**src/rtl/alu_pkg.sv**
```systemverilog
// alu_pkg: shared op codes, FSM states and widths for alu_pipe
package alu_pkg;
    localparam int ALU_OP_W = 4;

    typedef enum logic [ALU_OP_W-1:0] {
        OP_ADD  = 4'd0,
        OP_AND  = 4'd1,
        OP_NOR  = 4'd2,
        OP_OR   = 4'd3,
        OP_SLT  = 4'd4,
        OP_SLTU = 4'd5,
        OP_SLL  = 4'd6,
        OP_SRL  = 4'd7,
        OP_SUB  = 4'd8,
        OP_SRA  = 4'd9,
        OP_XOR  = 4'd10,
        OP_MUL  = 4'd11
    } alu_op_t;

    typedef enum logic {
        IDLE = 1'b0,
        MUL  = 1'b1
    } alu_state_t;
endpackage

```
**src/rtl/alu_pipe_if.sv**
```systemverilog
// alu_pipe_if: request/result valid-ready channels of alu_pipe
interface alu_pipe_if
    import alu_pkg::*;
#(
    parameter int WIDTH = 32,
    parameter int SHW   = $clog2(WIDTH)
) ();
    logic                in_valid;
    logic                in_ready;
    logic [ALU_OP_W-1:0] op;
    logic [WIDTH-1:0]    op1;
    logic [WIDTH-1:0]    op2;
    logic [SHW-1:0]      shamt;
    logic                out_valid;
    logic                out_ready;
    logic [WIDTH-1:0]    result;
    logic                zf;
    logic                cf;
    logic                vf;
    logic                err;

    modport master (
        output in_valid, op, op1, op2, shamt, out_ready,
        input  in_ready, out_valid, result, zf, cf, vf, err
    );

    modport slave (
        input  in_valid, op, op1, op2, shamt, out_ready,
        output in_ready, out_valid, result, zf, cf, vf, err
    );
endinterface

```
**src/rtl/alu_mul_iter.sv**
```systemverilog
// alu_mul_iter: shift-add multiplier, one multiplier bit per cycle, WIDTH cycles per product
module alu_mul_iter #(
    parameter int WIDTH = 32
) (
    input  logic             clk,
    input  logic             rst_n,
    input  logic             i_start,
    input  logic [WIDTH-1:0] i_a,
    input  logic [WIDTH-1:0] i_b,
    output logic             o_done,
    output logic [WIDTH-1:0] o_prod
);
    localparam int SHW = $clog2(WIDTH);

    logic             r_busy;
    logic [SHW-1:0]   r_cnt;
    logic [WIDTH-1:0] r_acc;
    logic [WIDTH-1:0] r_mcand;
    logic [WIDTH-1:0] r_mplier;
    logic [WIDTH-1:0] w_acc_nxt;

    // the product is taken from the accumulator including the final step's partial product
    assign w_acc_nxt = r_acc + (r_mplier[0] ? r_mcand : '0);
    assign o_done    = r_busy && (r_cnt == SHW'(WIDTH - 1));
    assign o_prod    = w_acc_nxt;

    // capture operands on start, then one add/shift step per cycle until the last bit
    always_ff @(posedge clk or negedge rst_n) begin
        if (!rst_n) begin
            r_busy   <= 1'b0;
            r_cnt    <= '0;
            r_acc    <= '0;
            r_mcand  <= '0;
            r_mplier <= '0;
        end else if (i_start) begin
            r_busy   <= 1'b1;
            r_cnt    <= '0;
            r_acc    <= '0;
            r_mcand  <= i_a;
            r_mplier <= i_b;
        end else if (r_busy) begin
            r_acc    <= w_acc_nxt;
            r_mcand  <= r_mcand << 1;
            r_mplier <= r_mplier >> 1;
            r_cnt    <= r_cnt + 1'b1;
            r_busy   <= !o_done;
        end
    end
endmodule

```
**src/rtl/alu_pipe.sv**
```systemverilog
// alu_pipe: handshaked ALU with registered result/flags; iterative MUL built only with ALU_MUL_EN
module alu_pipe
    import alu_pkg::*;
#(
    parameter int WIDTH = 32,
    parameter int SHW   = $clog2(WIDTH)
) (
    input logic       clk,
    input logic       rst_n,
    alu_pipe_if.slave bus
);
    logic [WIDTH-1:0] r_result;
    logic             r_out_valid;
    logic             r_zf;
    logic             r_cf;
    logic             r_vf;
    logic             r_err;
    logic             w_accept;
    logic             w_is_mul;
    logic             w_mul_done;
    logic             w_load;
    logic [WIDTH-1:0] w_mul_prod;
    logic [WIDTH-1:0] w_alu_res;
    logic [WIDTH-1:0] w_ld_res;
    logic             w_cf;
    logic             w_vf;
    logic             w_err;
    logic [WIDTH:0]   w_sum;
    logic [WIDTH:0]   w_diff;

    assign w_accept = bus.in_valid && bus.in_ready;
    assign w_sum    = {1'b0, bus.op1} + {1'b0, bus.op2};
    assign w_diff   = {1'b0, bus.op1} + {1'b0, ~bus.op2} + (WIDTH + 1)'(1);

`ifdef ALU_MUL_EN
    alu_state_t r_state;
    alu_state_t w_state_nxt;

    assign w_is_mul     = bus.op == OP_MUL;
    assign bus.in_ready = (r_state == IDLE) && (!r_out_valid || bus.out_ready);

    // FSM state register
    always_ff @(posedge clk or negedge rst_n) begin
        if (!rst_n) r_state <= IDLE;
        else        r_state <= w_state_nxt;
    end

    // enter MUL on an accepted multiply, leave when the engine finishes
    always_comb begin
        w_state_nxt = r_state;
        if (r_state == IDLE && w_accept && w_is_mul) w_state_nxt = MUL;
        else if (r_state == MUL && w_mul_done)       w_state_nxt = IDLE;
    end

    alu_mul_iter #(.WIDTH(WIDTH)) u_mul (
        .clk     (clk),
        .rst_n   (rst_n),
        .i_start (w_accept && w_is_mul),
        .i_a     (bus.op1),
        .i_b     (bus.op2),
        .o_done  (w_mul_done),
        .o_prod  (w_mul_prod)
    );
`else
    assign w_is_mul     = 1'b0;
    assign w_mul_done   = 1'b0;
    assign w_mul_prod   = '0;
    assign bus.in_ready = !r_out_valid || bus.out_ready;
`endif

    // single-cycle result mux and ADD/SUB flags; anything not listed (incl. MUL when absent) is illegal
    always_comb begin
        w_alu_res = '0;
        w_cf      = 1'b0;
        w_vf      = 1'b0;
        w_err     = 1'b0;
        case (bus.op)
            OP_ADD: begin
                w_alu_res = w_sum[WIDTH-1:0];
                w_cf      = w_sum[WIDTH];
                w_vf      = (bus.op1[WIDTH-1] == bus.op2[WIDTH-1]) && (w_sum[WIDTH-1] != bus.op1[WIDTH-1]);
            end
            OP_AND:  w_alu_res = bus.op1 & bus.op2;
            OP_NOR:  w_alu_res = ~(bus.op1 | bus.op2);
            OP_OR:   w_alu_res = bus.op1 | bus.op2;
            OP_SLT:  w_alu_res = WIDTH'($signed(bus.op1) < $signed(bus.op2));
            OP_SLTU: w_alu_res = WIDTH'(bus.op1 < bus.op2);
            OP_SLL:  w_alu_res = bus.op2 << bus.shamt;
            OP_SRL:  w_alu_res = bus.op2 >> bus.shamt;
            OP_SUB: begin
                w_alu_res = w_diff[WIDTH-1:0];
                w_cf      = !w_diff[WIDTH];
                w_vf      = (bus.op1[WIDTH-1] != bus.op2[WIDTH-1]) && (w_diff[WIDTH-1] != bus.op1[WIDTH-1]);
            end
            OP_SRA:  w_alu_res = $unsigned($signed(bus.op2) >>> bus.shamt);
            OP_XOR:  w_alu_res = bus.op1 ^ bus.op2;
            default: w_err = 1'b1;
        endcase
    end

    assign w_load   = (w_accept && !w_is_mul) || w_mul_done;
    assign w_ld_res = w_mul_done ? w_mul_prod : w_alu_res;

    // output register: load on a new result, clear valid on consumption, otherwise hold
    always_ff @(posedge clk or negedge rst_n) begin
        if (!rst_n) begin
            r_result    <= '0;
            r_out_valid <= 1'b0;
            r_zf        <= 1'b0;
            r_cf        <= 1'b0;
            r_vf        <= 1'b0;
            r_err       <= 1'b0;
        end else if (w_load) begin
            r_result    <= w_ld_res;
            r_out_valid <= 1'b1;
            r_zf        <= w_ld_res == '0;
            r_cf        <= !w_mul_done && w_cf;
            r_vf        <= !w_mul_done && w_vf;
            r_err       <= !w_mul_done && w_err;
        end else if (bus.out_ready) begin
            r_out_valid <= 1'b0;
        end
    end

    assign bus.result    = r_result;
    assign bus.out_valid = r_out_valid;
    assign bus.zf        = r_zf;
    assign bus.cf        = r_cf;
    assign bus.vf        = r_vf;
    assign bus.err       = r_err;
endmodule

```
**src/flat_wrapper.sv**
```systemverilog
// flat-port wrapper written by rule: the top's interface ports become plain ports
module alu_pipe_flat import alu_pkg::*;
#(
    parameter int WIDTH = 32,
    parameter int SHW   = $clog2(WIDTH)
)
  (clk, rst_n, bus_in_valid, bus_op, bus_op1, bus_op2, bus_shamt, bus_out_ready, bus_in_ready, bus_out_valid, bus_result, bus_zf, bus_cf, bus_vf, bus_err);
  alu_pipe_if #(.WIDTH(WIDTH), .SHW(SHW)) bus_i ();
  input logic clk;
  input logic rst_n;
  input wire logic [$bits(bus_i.in_valid)-1:0] bus_in_valid;
  input wire logic [$bits(bus_i.op)-1:0] bus_op;
  input wire logic [$bits(bus_i.op1)-1:0] bus_op1;
  input wire logic [$bits(bus_i.op2)-1:0] bus_op2;
  input wire logic [$bits(bus_i.shamt)-1:0] bus_shamt;
  input wire logic [$bits(bus_i.out_ready)-1:0] bus_out_ready;
  output wire logic [$bits(bus_i.in_ready)-1:0] bus_in_ready;
  output wire logic [$bits(bus_i.out_valid)-1:0] bus_out_valid;
  output wire logic [$bits(bus_i.result)-1:0] bus_result;
  output wire logic [$bits(bus_i.zf)-1:0] bus_zf;
  output wire logic [$bits(bus_i.cf)-1:0] bus_cf;
  output wire logic [$bits(bus_i.vf)-1:0] bus_vf;
  output wire logic [$bits(bus_i.err)-1:0] bus_err;
  assign bus_i.in_valid = bus_in_valid;
  assign bus_i.op = bus_op;
  assign bus_i.op1 = bus_op1;
  assign bus_i.op2 = bus_op2;
  assign bus_i.shamt = bus_shamt;
  assign bus_i.out_ready = bus_out_ready;
  assign bus_in_ready = bus_i.in_ready;
  assign bus_out_valid = bus_i.out_valid;
  assign bus_result = bus_i.result;
  assign bus_zf = bus_i.zf;
  assign bus_cf = bus_i.cf;
  assign bus_vf = bus_i.vf;
  assign bus_err = bus_i.err;
  alu_pipe #(.WIDTH(WIDTH), .SHW(SHW)) u_core (.clk(clk), .rst_n(rst_n), .bus(bus_i));
endmodule
```
**config.mk**
```make
export PLATFORM = sky130hd
export DESIGN_NAME = alu_pipe_flat
export DESIGN_NICKNAME = d
export VERILOG_FILES = /design/src/rtl/alu_pkg.sv /design/src/rtl/alu_pipe_if.sv /design/src/rtl/alu_mul_iter.sv /design/src/rtl/alu_pipe.sv /design/src/flat_wrapper.sv
export SDC_FILE = /design/constraint.sdc
export NUM_CORES = 1
export LEC_CHECK = 0
export ABC_AREA = 1
export CAP_MARGIN = 20
export CORE_UTILIZATION = 42
export DETAILED_ROUTE_END_ITERATION = 8
export GPL_TIMING_DRIVEN = 0
export PLACE_DENSITY = 0.72
export REMOVE_ABC_BUFFERS = 1
export SLEW_MARGIN = 25
export SYNTH_ARGS = -nofsm -noshare
export SYNTH_HDL_FRONTEND = slang
export SYNTH_SLANG_ARGS = --single-unit
```
**constraint.sdc**
```tcl
create_clock -name clk -period 4.3 [get_ports clk]
set_input_delay 0.86 -clock clk [delete_from_list [all_inputs] [get_ports clk]]
set_output_delay 0.86 -clock clk [all_outputs]
set_load 0.05 [all_outputs]
```
Yosys cells after proc, flatten, opt, wreduce, memory -nomap -nowiden
Index checks and enable logic that the tools add are counted.

word-level totals
  bits in registers = 37
  bits in latches = 0
  memory bits (writable) = 0
  ROM bits = 0
  input port bits = 77
  output and inout bits = 38
  word-level logic and storage cells = 49
  memories kept = 0

cells by class
  add/subtract/negate cells = 3
  $mul = 0
  div/mod/pow operators = 0
  magnitude comparators = 2
  equal/unequal tests = 14
  shift operators = 3
  mux-type cells = 6
  bitwise gates (word level) = 5
  reduce and logical (&&, ||, !) cells = 10

operator list
  operator                                                                number
  32-bit case mux with 11 select lines                                    1
  32-bit by 32-bit adder with 33-bit output                               2
  32-bit < comparator                                                     2
  32-bit inverter                                                         2
  33-bit by 1-bit adder with 33-bit output (second input constant)        1
  32-bit bitwise AND                                                      1
  32-bit logical NOT                                                      1
  32-bit OR                                                               1
  32-bit by 5-bit << shifter with 32-bit output                           1
  32-bit by 5-bit right shift with 32-bit output                          1
  32-bit by 5-bit >>> shifter with 32-bit output                          1
  32-bit XOR                                                              1
  4-bit by 3-bit equality test with 1-bit output (second input constant)  4
  4-bit equality test (second input constant)                             3
  11-bit OR reduction                                                     1
  4-bit by 2-bit equality test with 1-bit output (second input constant)  2
  4-bit by 1-bit equality test with 1-bit output (second input constant)  1
  4-bit logical NOT                                                       1
  1-bit case mux with 2 select lines                                      2
  1-bit logical AND                                                       3
  1-bit 2-to-1 mux                                                        3
  1-bit != test                                                           3
  1-bit logical NOT                                                       2
  2-bit nonzero test                                                      1
  2 further kinds                                                         2

Longest topological paths before layout
  word-level depth = 6
  gate-level depth with buffers = 22
  depth with buffers taken out = 21

Worst setup path before layout
OpenSTA, ideal clock, no wires.

  path kind = input to register
  start point = input port bus_op1[0]
  end point = register u_core.r_zf, in the netlist u_core.bus.zf
  setup time = 66 ps
  arrival time = 2685 ps
  data required time = 4234 ps
  slack = 1549 ps
  cell stages on the path = 20
  buffers on the path = 0
  cell sequence = inv_1 > ha_1 > fa_1 > inv_1 > nand2_1 > nand2_1 > nand3_1 > nand2_1 > nand2_1 > nand2_1 > nand3_1 > nand2_1 > nor2_1 > nor2_1 > nand2_1 > inv_1 > nand3_1 > nor2_1 > nand3_1 > nand2_1

on the way
  longest elaborated chain between the ends = 4
  elaborated cells on any way between the ends = 11
  classes of those cells = add/sub (3); order compare (2); mux (1); bitwise (4); reduce/logical (1)

RTL lines
  item                                                                         RTL line                                        source
  from (decl)                                                                  flat_wrapper.sv:13                              input wire logic [$bits(bus_i.op1)-1:0] bus_op1;
  32-bit by 32-bit adder with 33-bit output or 32-bit OR (tied branches)       alu_pipe.sv:33, alu_pipe.sv:84, alu_pipe.sv:85
  33-bit by 1-bit adder with 33-bit output or 32-bit inverter (tied branches)  alu_pipe.sv:33, alu_pipe.sv:84
  32-bit case mux with 11 select lines (*)                                     alu_pipe.sv:77                                  case (bus.op)
  32-bit logical NOT (*)                                                       alu_pipe.sv:116                                 r_zf <= w_ld_res == '0;
  to (signal assigned)                                                         alu_pipe.sv:109                                 r_zf <= 1'b0;
  to (signal assigned)                                                         alu_pipe.sv:116
  to (decl)                                                                    alu_pipe.sv:14                                  logic r_zf;

Mark *: on every way between the ends. The rest lies on a longest branch, timed or not.
A chain may end at the register's enable or synchronous reset.

Final worst setup path
  start point = input port bus_op2[2]
  end point = register u_core.r_zf, in the netlist u_core.bus.zf

on the way
  longest elaborated chain between the ends = 5
  elaborated cells on any way between the ends = 15
  classes of those cells = add/sub (3); order compare (2); shift (3); mux (1); bitwise (5); reduce/logical (1)

RTL lines
  item                                       RTL line            source
  from (decl)                                flat_wrapper.sv:14  input wire logic [$bits(bus_i.op2)-1:0] bus_op2;
  32-bit inverter                            alu_pipe.sv:33      assign w_diff = {1'b0, bus.op1} + {1'b0, ~bus.op2} + (WIDTH + 1)'(1);
  32-bit by 32-bit adder with 33-bit output  alu_pipe.sv:33
  33-bit by 1-bit adder with 33-bit output   alu_pipe.sv:33
  32-bit case mux with 11 select lines (*)   alu_pipe.sv:77
  32-bit logical NOT (*)                     alu_pipe.sv:116

Marked as above.

==> out/metrics.cfg <==
[global_route]
grt_pass1_vias=14600
grt_first_pass_wirelength_um=86600
grt_max_degree=73
globalRouteOverflowTotal=0
grt_antenna_before_repair=0
track_usage=0.403

[setup_path]
critPathArrivalTime_ns=4.41
start_kind=primary input
cp.required_ns=4.53
crit_type=primary input to flip-flop
cp_max_fo=12
cp-end-kind=flip-flop

[timing]
fmax_mhz=239
slew_viol_final=0
tightestPinTransition_ns=1.11
fin_ws_ns=0.117
timing.final.crit_period_ns=4.18
rsz0062_at_grt=no
period_share=0.973
hold_viol=0
finClkSkew_ns=0.00278
maxSlewHeadroom=0.260
setup_viol=0

[final_layout]
multi_input_area_mm2=0.00946
nets=2523
drive_gt1_frac=0.0337
antenna_cells=0
seq_area_um2=926
utilization=0.476
fillers=3235
syn_to_final_growth_pct=11.1

[route]
vias=15900
avgRoutedWirePerCell_um=21.8
drt_wl_total_um=59300
vias_per_cell=5.84
ant_nets=0
drtIter0Drc=2103
dr.pass1.iters=6
drc=0

[logic_synthesis]
synth_commonest_cells=nand2_1 (741), nand3_1 (504), inv_1 (265)
synth.area.top_cells=nand2_1 (23%), nand3_1 (21%), ha_1 (10%)
synth-seq-cells=37
syn_area_mm2=0.0120
ys_warn_count=0
synth_cell_types=46
yosysMostFrequentCell=nand2_1
postSynthAreaPerCell_um2=5.14
yosysSeqAreaShare=0.0773
async_reset_ff_frac=1.00
syn_inst=2328
ys.flop_type=dfrtp_1
synth-edff-count=0
synth_top_area_frac=0.232
synth_top_area_cell=nand2_1

[job]
cap_violations=0

[outcome]
status=finished, final reports clean

[floorplan]
dieArea_mm2=0.0292
rows=61
initial_core_util=0.429
ios=115
coreArea_mm2=0.0279
fp.dieW_um=171
die_h_um=171

[placement]
gp_congestion=1.04
pre_cts_ws_ns=-0.234
hpwl_um=48400
port_buffers=114

[power_and_ir_drop]
peakVddDrop_uv=204
power.density_mw_per_mm2=201
leakage_nw=7.00

[clock_tree]
root_buffer=clkbuf_16
h-tree-depth=2
cts_max_path_buffers=2
clock_sinks=37
cts_buffers=5
clk_pin_slew_worst_paths_ns=0.06
cts_setup_buffers=0
clkLatencyLatePin_ns=0.29
cts_tree=done

[worst_hold_path]
hold_path.class=primary input to async pin

==> worst paths after layout <==
kind	start	to	slack (ns)	cells past startpoint
max in group asynchronous	rst_n	u_core.bus.result[26]	3.45	2
setup / recovery	bus_op2[2]	u_core.bus.zf	0.12	19
hold reg to reg	u_core.bus.result[26]	u_core.bus.result[26]	0.48	2
setup reg to reg	u_core.bus.out_valid	u_core.bus.zf	1.85	12
min in group clk	u_core.bus.result[26]	u_core.bus.result[26]	0.48	2
hold / removal	rst_n	u_core.bus.result[7]	0.42	1
==> stage by stage <==
step	cell area, um^2	power (W)	TNS, ns	cells	hold slack, ns
finish	13300	0.00267	0	2724	0.421
global route	13300	0.00283	0	2724	0.424
CTS	13300	0.00262	0	2724	0.421
detailed placement	13100	0.00223	-0.234	2716	0.466
global placement	13000	0.00221	-60.72	2711	0.464
floorplan	11400	0.00153	0	2219	0.564
==> area by class of cell <==
cell class              instances  share of cell area
multi-input cells            1907               0.712
repair buffers                119              0.0930
inverters                     275              0.0784
flip-flops and latches         37              0.0696
well taps                     378              0.0356
clock buffers                   7              0.0115
clock inverters                 1            0.000376
==> where the power goes <==
group,internal (W),switching [W],total (W)
sequential,0.000402,0.0000324,0.000435
clock,0.000245,0.000146,0.000391
combinational,0.000535,0.00131,0.00184
==> registers in the layout, summed over array words and instances (netlist names) <==
name                  count
u_core.bus.cf             1
u_core.bus.out_valid      1
u_core.bus.err            1
u_core.bus.zf             1
u_core.bus.vf             1
u_core.bus.result        32
==> cells in the final DEF (no fill, tap or decap), types with 4 or more instances in the layout <==
cell type / netlist / routed
a31oi_1: 9 / 9
inv_4: 1 / 4
dfrtp_1: 37 / 37
o21bai_1: 20 / 20
inv_2: 9 / 7
ha_1: 99 / 97
a21oi_1: 73 / 72
nand3b_1: 6 / 6
o211ai_1: 11 / 11
o21ai_0: 59 / 59
nor2_2: 6 / 9
nand2_2: 20 / 20
nand3_1: 504 / 504
nand2_1: 741 / 741
o22ai_1: 10 / 10
nor2_4: 4 / 7
nor3_1: 17 / 16
o21ai_1: 11 / 11
and2_1: 7 / 7
clkdlybuf4s50_1: 0 / 106
nand4_1: 41 / 41
inv_1: 265 / 264
clkbuf_16: 0 / 5
nor2_1: 237 / 231
==> kinds of logic (layout without fill, tap and decap cells) <==
family	after synthesis	in the layout	share of synthesized area
simple gates	1598	1598	0.580
buf+inv	384	402	0.137
compound gates	206	206	0.0980
fa+ha+maj	101	101	0.107
flops	37	37	0.0773
xor+xnor	2	2	0.00146
==> metal layers <==
metal  vias to the layer above  global-route usage  wire [um]
met4                         0               0.193       3150
met2                       819               0.650      26400
met1                      7378               0.530      24600
met5                         -                   0          0
li1                       7603                   -          -
met3                       116              0.0509       5210
==> what timing repair did <==
item                                    in CTS  in global routing
hold buffers                                 0                  0
gates resized for setup                      0                  7
hold endpoints to repair                     0                  0
endpoints found under the setup margin       0                  1
==> critical path, cell delays in order <==
cell,delay [ns]
clkdlybuf4s50_1,0.54
inv_1,0.10
ha_2,0.48
nand2_1,0.08
nand2_1,0.20
inv_1,0.09
nand2_1,0.23
nand2_1,0.11
nand3_1,0.12
nand2_1,0.06
nand3_1,0.24
nand2_1,0.08
nor2_1,0.47
nand2_1,0.11
nor2_1,0.12
nand4_1,0.22
nor2_1,0.16
nand3_1,0.08
nand2_1,0.06
No activity file was read; power rests on OpenSTA's default activity.
